<file path="config.mk">
export PLATFORM = sky130hd
export DESIGN_NAME = regfile_rat
export DESIGN_NICKNAME = d
export VERILOG_FILES = /design/src/rtl/regfile_rat.sv
export SDC_FILE = /design/constraint.sdc
export NUM_CORES = 2
export LEC_CHECK = 0
export BUFFER_PORTS_ARGS = -buffer_cell sky130_fd_sc_hd__clkbuf_2
export CAP_MARGIN = 20
export CORE_MARGIN = 5
export CORE_UTILIZATION = 45
export CTS_CLUSTER_SIZE = 14
export DETAILED_ROUTE_END_ITERATION = 12
export GPL_TIMING_DRIVEN = 1
export HOLD_SLACK_MARGIN = 0.1
export PLACE_DENSITY = 0.68
export SYNTH_ARGS = -nofsm -noshare
export SYNTH_HDL_FRONTEND = slang
export SYNTH_SLANG_ARGS = --single-unit
</file>
<file path="constraint.sdc">
create_clock -name clk -period 4.8 [get_ports clk]
set_input_delay 0.96 -clock clk [delete_from_list [all_inputs] [get_ports clk]]
set_output_delay 0.96 -clock clk [all_outputs]
set_load 0.05 [all_outputs]
</file>
<file path="src/rtl/regfile_rat.sv">
// Architectural register file merged with the register status table.
// Each architectural register holds its committed value, a busy bit and the
// ROB tag of its youngest in-flight producer. Reads are combinational with a
// write-first bypass of the retiring value. Same-cycle renames stay invisible
// to readers, so a dispatching instruction sees its pre-rename source mapping.
// Register 0 reads as zero and ignores every write.
module regfile_rat #(
    parameter  int XLEN         = 32,
    parameter  int NUM_REGS     = 32,
    parameter  int NUM_RD_PORTS = 2,
    parameter  int TAG_W        = 3,
    localparam int AW           = $clog2(NUM_REGS)
) (
    input  logic                          clk,
    input  logic                          rst_n,
    input  logic [NUM_RD_PORTS*AW-1:0]    rd_addr,
    output logic [NUM_RD_PORTS*XLEN-1:0]  rd_data,
    output logic [NUM_RD_PORTS-1:0]       rd_busy,
    output logic [NUM_RD_PORTS*TAG_W-1:0] rd_tag,
    input  logic                          disp_valid,
    input  logic [AW-1:0]                 disp_rd,
    input  logic [TAG_W-1:0]              disp_tag,
    input  logic                          commit_valid,
    input  logic [AW-1:0]                 commit_rd,
    input  logic [TAG_W-1:0]              commit_tag,
    input  logic [XLEN-1:0]               commit_data,
    input  logic                          flush
);

    logic [XLEN-1:0]     regs [NUM_REGS];
    logic [TAG_W-1:0]    tags [NUM_REGS];
    logic [NUM_REGS-1:0] busy;

    // Per-register strobes; bit 0 stays low so x0 never changes state.
    logic [NUM_REGS-1:0] disp_hit;
    logic [NUM_REGS-1:0] clr_hit;

    // Decode which register is renamed and which one retires its own producer.
    always_comb begin
        disp_hit = '0;
        clr_hit  = '0;
        for (int i = 1; i < NUM_REGS; i++) begin
            disp_hit[i] = disp_valid && !flush && (disp_rd == AW'(i));
            clr_hit[i]  = commit_valid && (commit_rd == AW'(i)) && busy[i]
                          && (tags[i] == commit_tag);
        end
    end

    // Committed values: the ROB retires in order, so the write is unconditional.
    always_ff @(posedge clk or negedge rst_n) begin
        if (!rst_n) begin
            for (int i = 0; i < NUM_REGS; i++) begin
                regs[i] <= '0;
            end
        end else if (commit_valid && (commit_rd != '0)) begin
            regs[commit_rd] <= commit_data;
        end
    end

    // Rename state: flush drops everything, a rename beats a retirement clear.
    // Tags are left stale on flush; they carry no meaning while busy is low.
    always_ff @(posedge clk or negedge rst_n) begin
        if (!rst_n) begin
            busy <= '0;
            for (int i = 0; i < NUM_REGS; i++) begin
                tags[i] <= '0;
            end
        end else begin
            for (int i = 0; i < NUM_REGS; i++) begin
                if (flush) begin
                    busy[i] <= 1'b0;
                end else if (disp_hit[i]) begin
                    busy[i] <= 1'b1;
                    tags[i] <= disp_tag;
                end else if (clr_hit[i]) begin
                    busy[i] <= 1'b0;
                end
            end
        end
    end

    // Read ports: x0 is constant zero; a retiring value is forwarded write-first
    // and clears busy in the same cycle when it retires the current producer.
    for (genvar p = 0; p < NUM_RD_PORTS; p++) begin : g_rd
        logic [AW-1:0] addr;
        logic          cm_hit;

        assign addr   = rd_addr[p*AW +: AW];
        assign cm_hit = commit_valid && (commit_rd == addr);

        assign rd_data[p*XLEN +: XLEN] = (addr == '0) ? '0 :
                                         cm_hit       ? commit_data : regs[addr];
        assign rd_busy[p]              = (addr != '0) && busy[addr]
                                         && !(cm_hit && (tags[addr] == commit_tag));
        assign rd_tag[p*TAG_W +: TAG_W] = (addr == '0) ? '0 : tags[addr];
    end

endmodule
</file>
==> flow_metrics.py <==
metrics = {
    "outcome": {
        "status": "finished clean",
    },
    "timing": {
        "min_period_ps": 4590,
        "tightest_slew_ps": 1120,
        "report.final.slew_viol_count": 0,
        "fmax_mhz": 218,
        "finalCritPeriodShare_pct": 95.7,
        "hold_slack_ps": 261,
        "rsz0062_at_grt": "no",
        "hold_violations": 0,
        "setup_tns_ps": 0,
        "setup_ws_ps": 206,
        "timing.slew.headroom_pct": 25.3,
        "setup_viol": 0,
        "fin_skew_ps": 32.0,
    },
    "drt": {
        "wl_um": 187000,
        "ant_nets": 0,
        "drc": 0,
        "drtPass1Iterations": 5,
        "avgViaCountPerCell": 6.48,
        "wl_per_cell_um": 31.0,
        "drtIter0Drc": 3546,
        "route.vias.total": 39000,
    },
    "critical_path": {
        "required_ps": 3840,
        "cp_top_family": "multiplexers",
        "rr_worst_depth": 4,
        "crit_path_end_kind": "output port",
        "reg2reg_to": "busy[24]",
        "critPathMaxFanout": 32,
        "crit_buf_inv": 4,
        "crit_slowest_cell": "mux4_2",
        "crit_path_max_incr_delay_ps": 560,
        "cp_num_cells": 8,
        "cp-start-kind": "input port",
        "r2r-start": "tags[23]",
        "crit_path_cell_trace": "buf_8 > buf_4 > mux4_2 > mux4_2 > mux2i_1 > a211oi_1 > buf_4 > clkbuf_2",
        "regToRegSetupSlack_ps": 3170,
        "arrival_ps": 3630,
        "crit_type": "in2out",
    },
    "placement": {
        "place.gp.congestion": 0.904,
        "post-place-ws_ps": 217,
        "dpl.cell_count": 5798,
        "io_buffers": 134,
        "dp_hpwl_um": 112000,
    },
    "grt": {
        "grt-ovfl-total": 0,
        "antenna_found_initial": 5,
        "grt_pass1_vias": 41000,
        "grt_pass1_wl_um": 280000,
        "grt_max_degree": 112,
        "grt_usage_pct": 25.5,
    },
    "layout": {
        "final_cell_count_no_fill": 6029,
        "final_layout_size_suffix_gt1_share_pct": 57.0,
        "nets": 4108,
        "area_growth_pct": 13.2,
    },
    "power": {
        "power.density_mw_per_mm2": 420,
        "totalPowerFinal_uw": 29900,
        "leakagePower_uw": 0.0307,
        "ir_drop_v": 0.000305,
    },
    "min_path": {
        "min_path_type": "in2async",
    },
    "synth": {
        "ys_warn_count": 0,
        "yosysTopAreaCell": "dfrtp_1",
        "synth.top_cell.area_share_pct": 45.6,
        "synthTopCellsByArea": "dfrtp_1 46%, mux4_2 24%, mux2_2 20%",
        "synth_seq_cells": 1148,
        "yosysMostFrequentCell": "dfrtp_1",
        "synth_flop_cell": "dfrtp_1",
        "synth_edf_count": 0,
        "yosys-top-cells-count": "1148 x dfrtp_1, 1097 x mux2_2, 675 x mux4_2",
        "async_reset_ff_share_pct": 100,
        "netlist_instances": 4048,
        "avgSynthCellArea_um2": 15.5,
        "ys_seq_area_share_pct": 45.6,
        "synthesis.nets": 4111,
        "synthesis.area_mm2": 0.0629,
        "yosysUniqueCellTypes": 49,
    },
    "floorplanning": {
        "die_y_um": 384,
        "num_rows": 137,
        "die_w_um": 384,
        "pin_count": 135,
        "start_util_pct": 45.2,
        "coreArea_mm2": 0.139,
        "die-area_mm2": 0.147,
    },
    "clock_network": {
        "cts_setup_buffers": 0,
        "tritoncts": "done",
        "cts_made_buffers": 121,
        "cts_htree_levels": 3,
        "clk_latency_ps": 760,
        "clk_pin_slew_ps": 50,
        "cts_root_buf": "clkbuf_16",
        "hold_buffers": 0,
        "cts_resized": 0,
        "clock_sinks": 1148,
        "clockBufferDepth": 3,
    },
    "job": {
        "maxCapViolCount": 0,
    },
}
sequential cells by signal, indices dropped and copies added (netlist names):
register,flops
regs,1024
tags,93
busy,31
how the worst max path moves through the flow:
| stage | from | slack, ps | end |
|---|---|---|---|
| floorplan | rd_addr[5] | 70 | rd_busy[1] |
| global placement | rd_addr[5] | 200 | rd_data[56] |
| detailed placement | rd_addr[5] | 220 | rd_data[56] |
| CTS | rd_addr[5] | 200 | rd_data[56] |
| global route | rd_addr[5] | 120 | rd_data[56] |
| finish | rd_addr[5] | 210 | rd_data[56] |
cells by family after synthesis:
family                    count (synthesis)  share of synthesized area (%)
DFF                                    1148                           45.6
AOI/OAI and AO/OA                       140                           1.64
muxes                                  1887                           45.6
xor gates and xnor gates                109                           1.52
buffers and inverters                   459                           3.29
and+or+nand+nor                         305                           2.29
layer usage:
layer  GRT usage [%]  up-vias  wire (um)
met1            35.8    21400      77900
met4            7.92        4       5810
met3            4.96      323      14400
met2            40.7     1642      88700
li1                -    15700          -
met5               0        -         33
cell type report:
cell class,count,area (um2)
Antenna cell,2,5.00
Clock buffer,175,3630
Clock inverter,54,790
Fill cell,11600,67900
Inverter,5,23.8
Multi-Input combinational cell,2441,32400
Sequential cell,1148,28700
Tap cell,1876,2350
Timing Repair Buffer,328,3330
power breakdown:
| part | switching, uW | internal (uW) | total, uW |
|---|---|---|---|
| Sequential | 1340 | 11400 | 12800 |
| Combinational | 2900 | 3940 | 6840 |
| Clock | 4150 | 6180 | 10300 |
| Total | 8390 | 21500 | 29900 |
layout by cell type, fill, tap and decap left out, types with 66 or more instances in the layout:
cell type,n
dfrtp_1,1148
mux2_2,1097
mux4_2,675
buf_4,129
clkbuf_16,124
mux2i_1,114
clkbuf_2,105
nor2_1,90
buf_12,86
a211oi_1,70
nand2_1,66
metrics by stage:
| stage | area (um2) | util, % |
|---|---|---|
| final | 71300 | 51.2 |
| after detailed placement | 66800 | 48.0 |
| after CTS | 71300 | 51.2 |
| after global placement | 66800 | 48.0 |
| after floorplan | 62900 | - |
| after global routing | 71300 | 51.2 |
No activity file was read; power rests on OpenSTA's default activity.
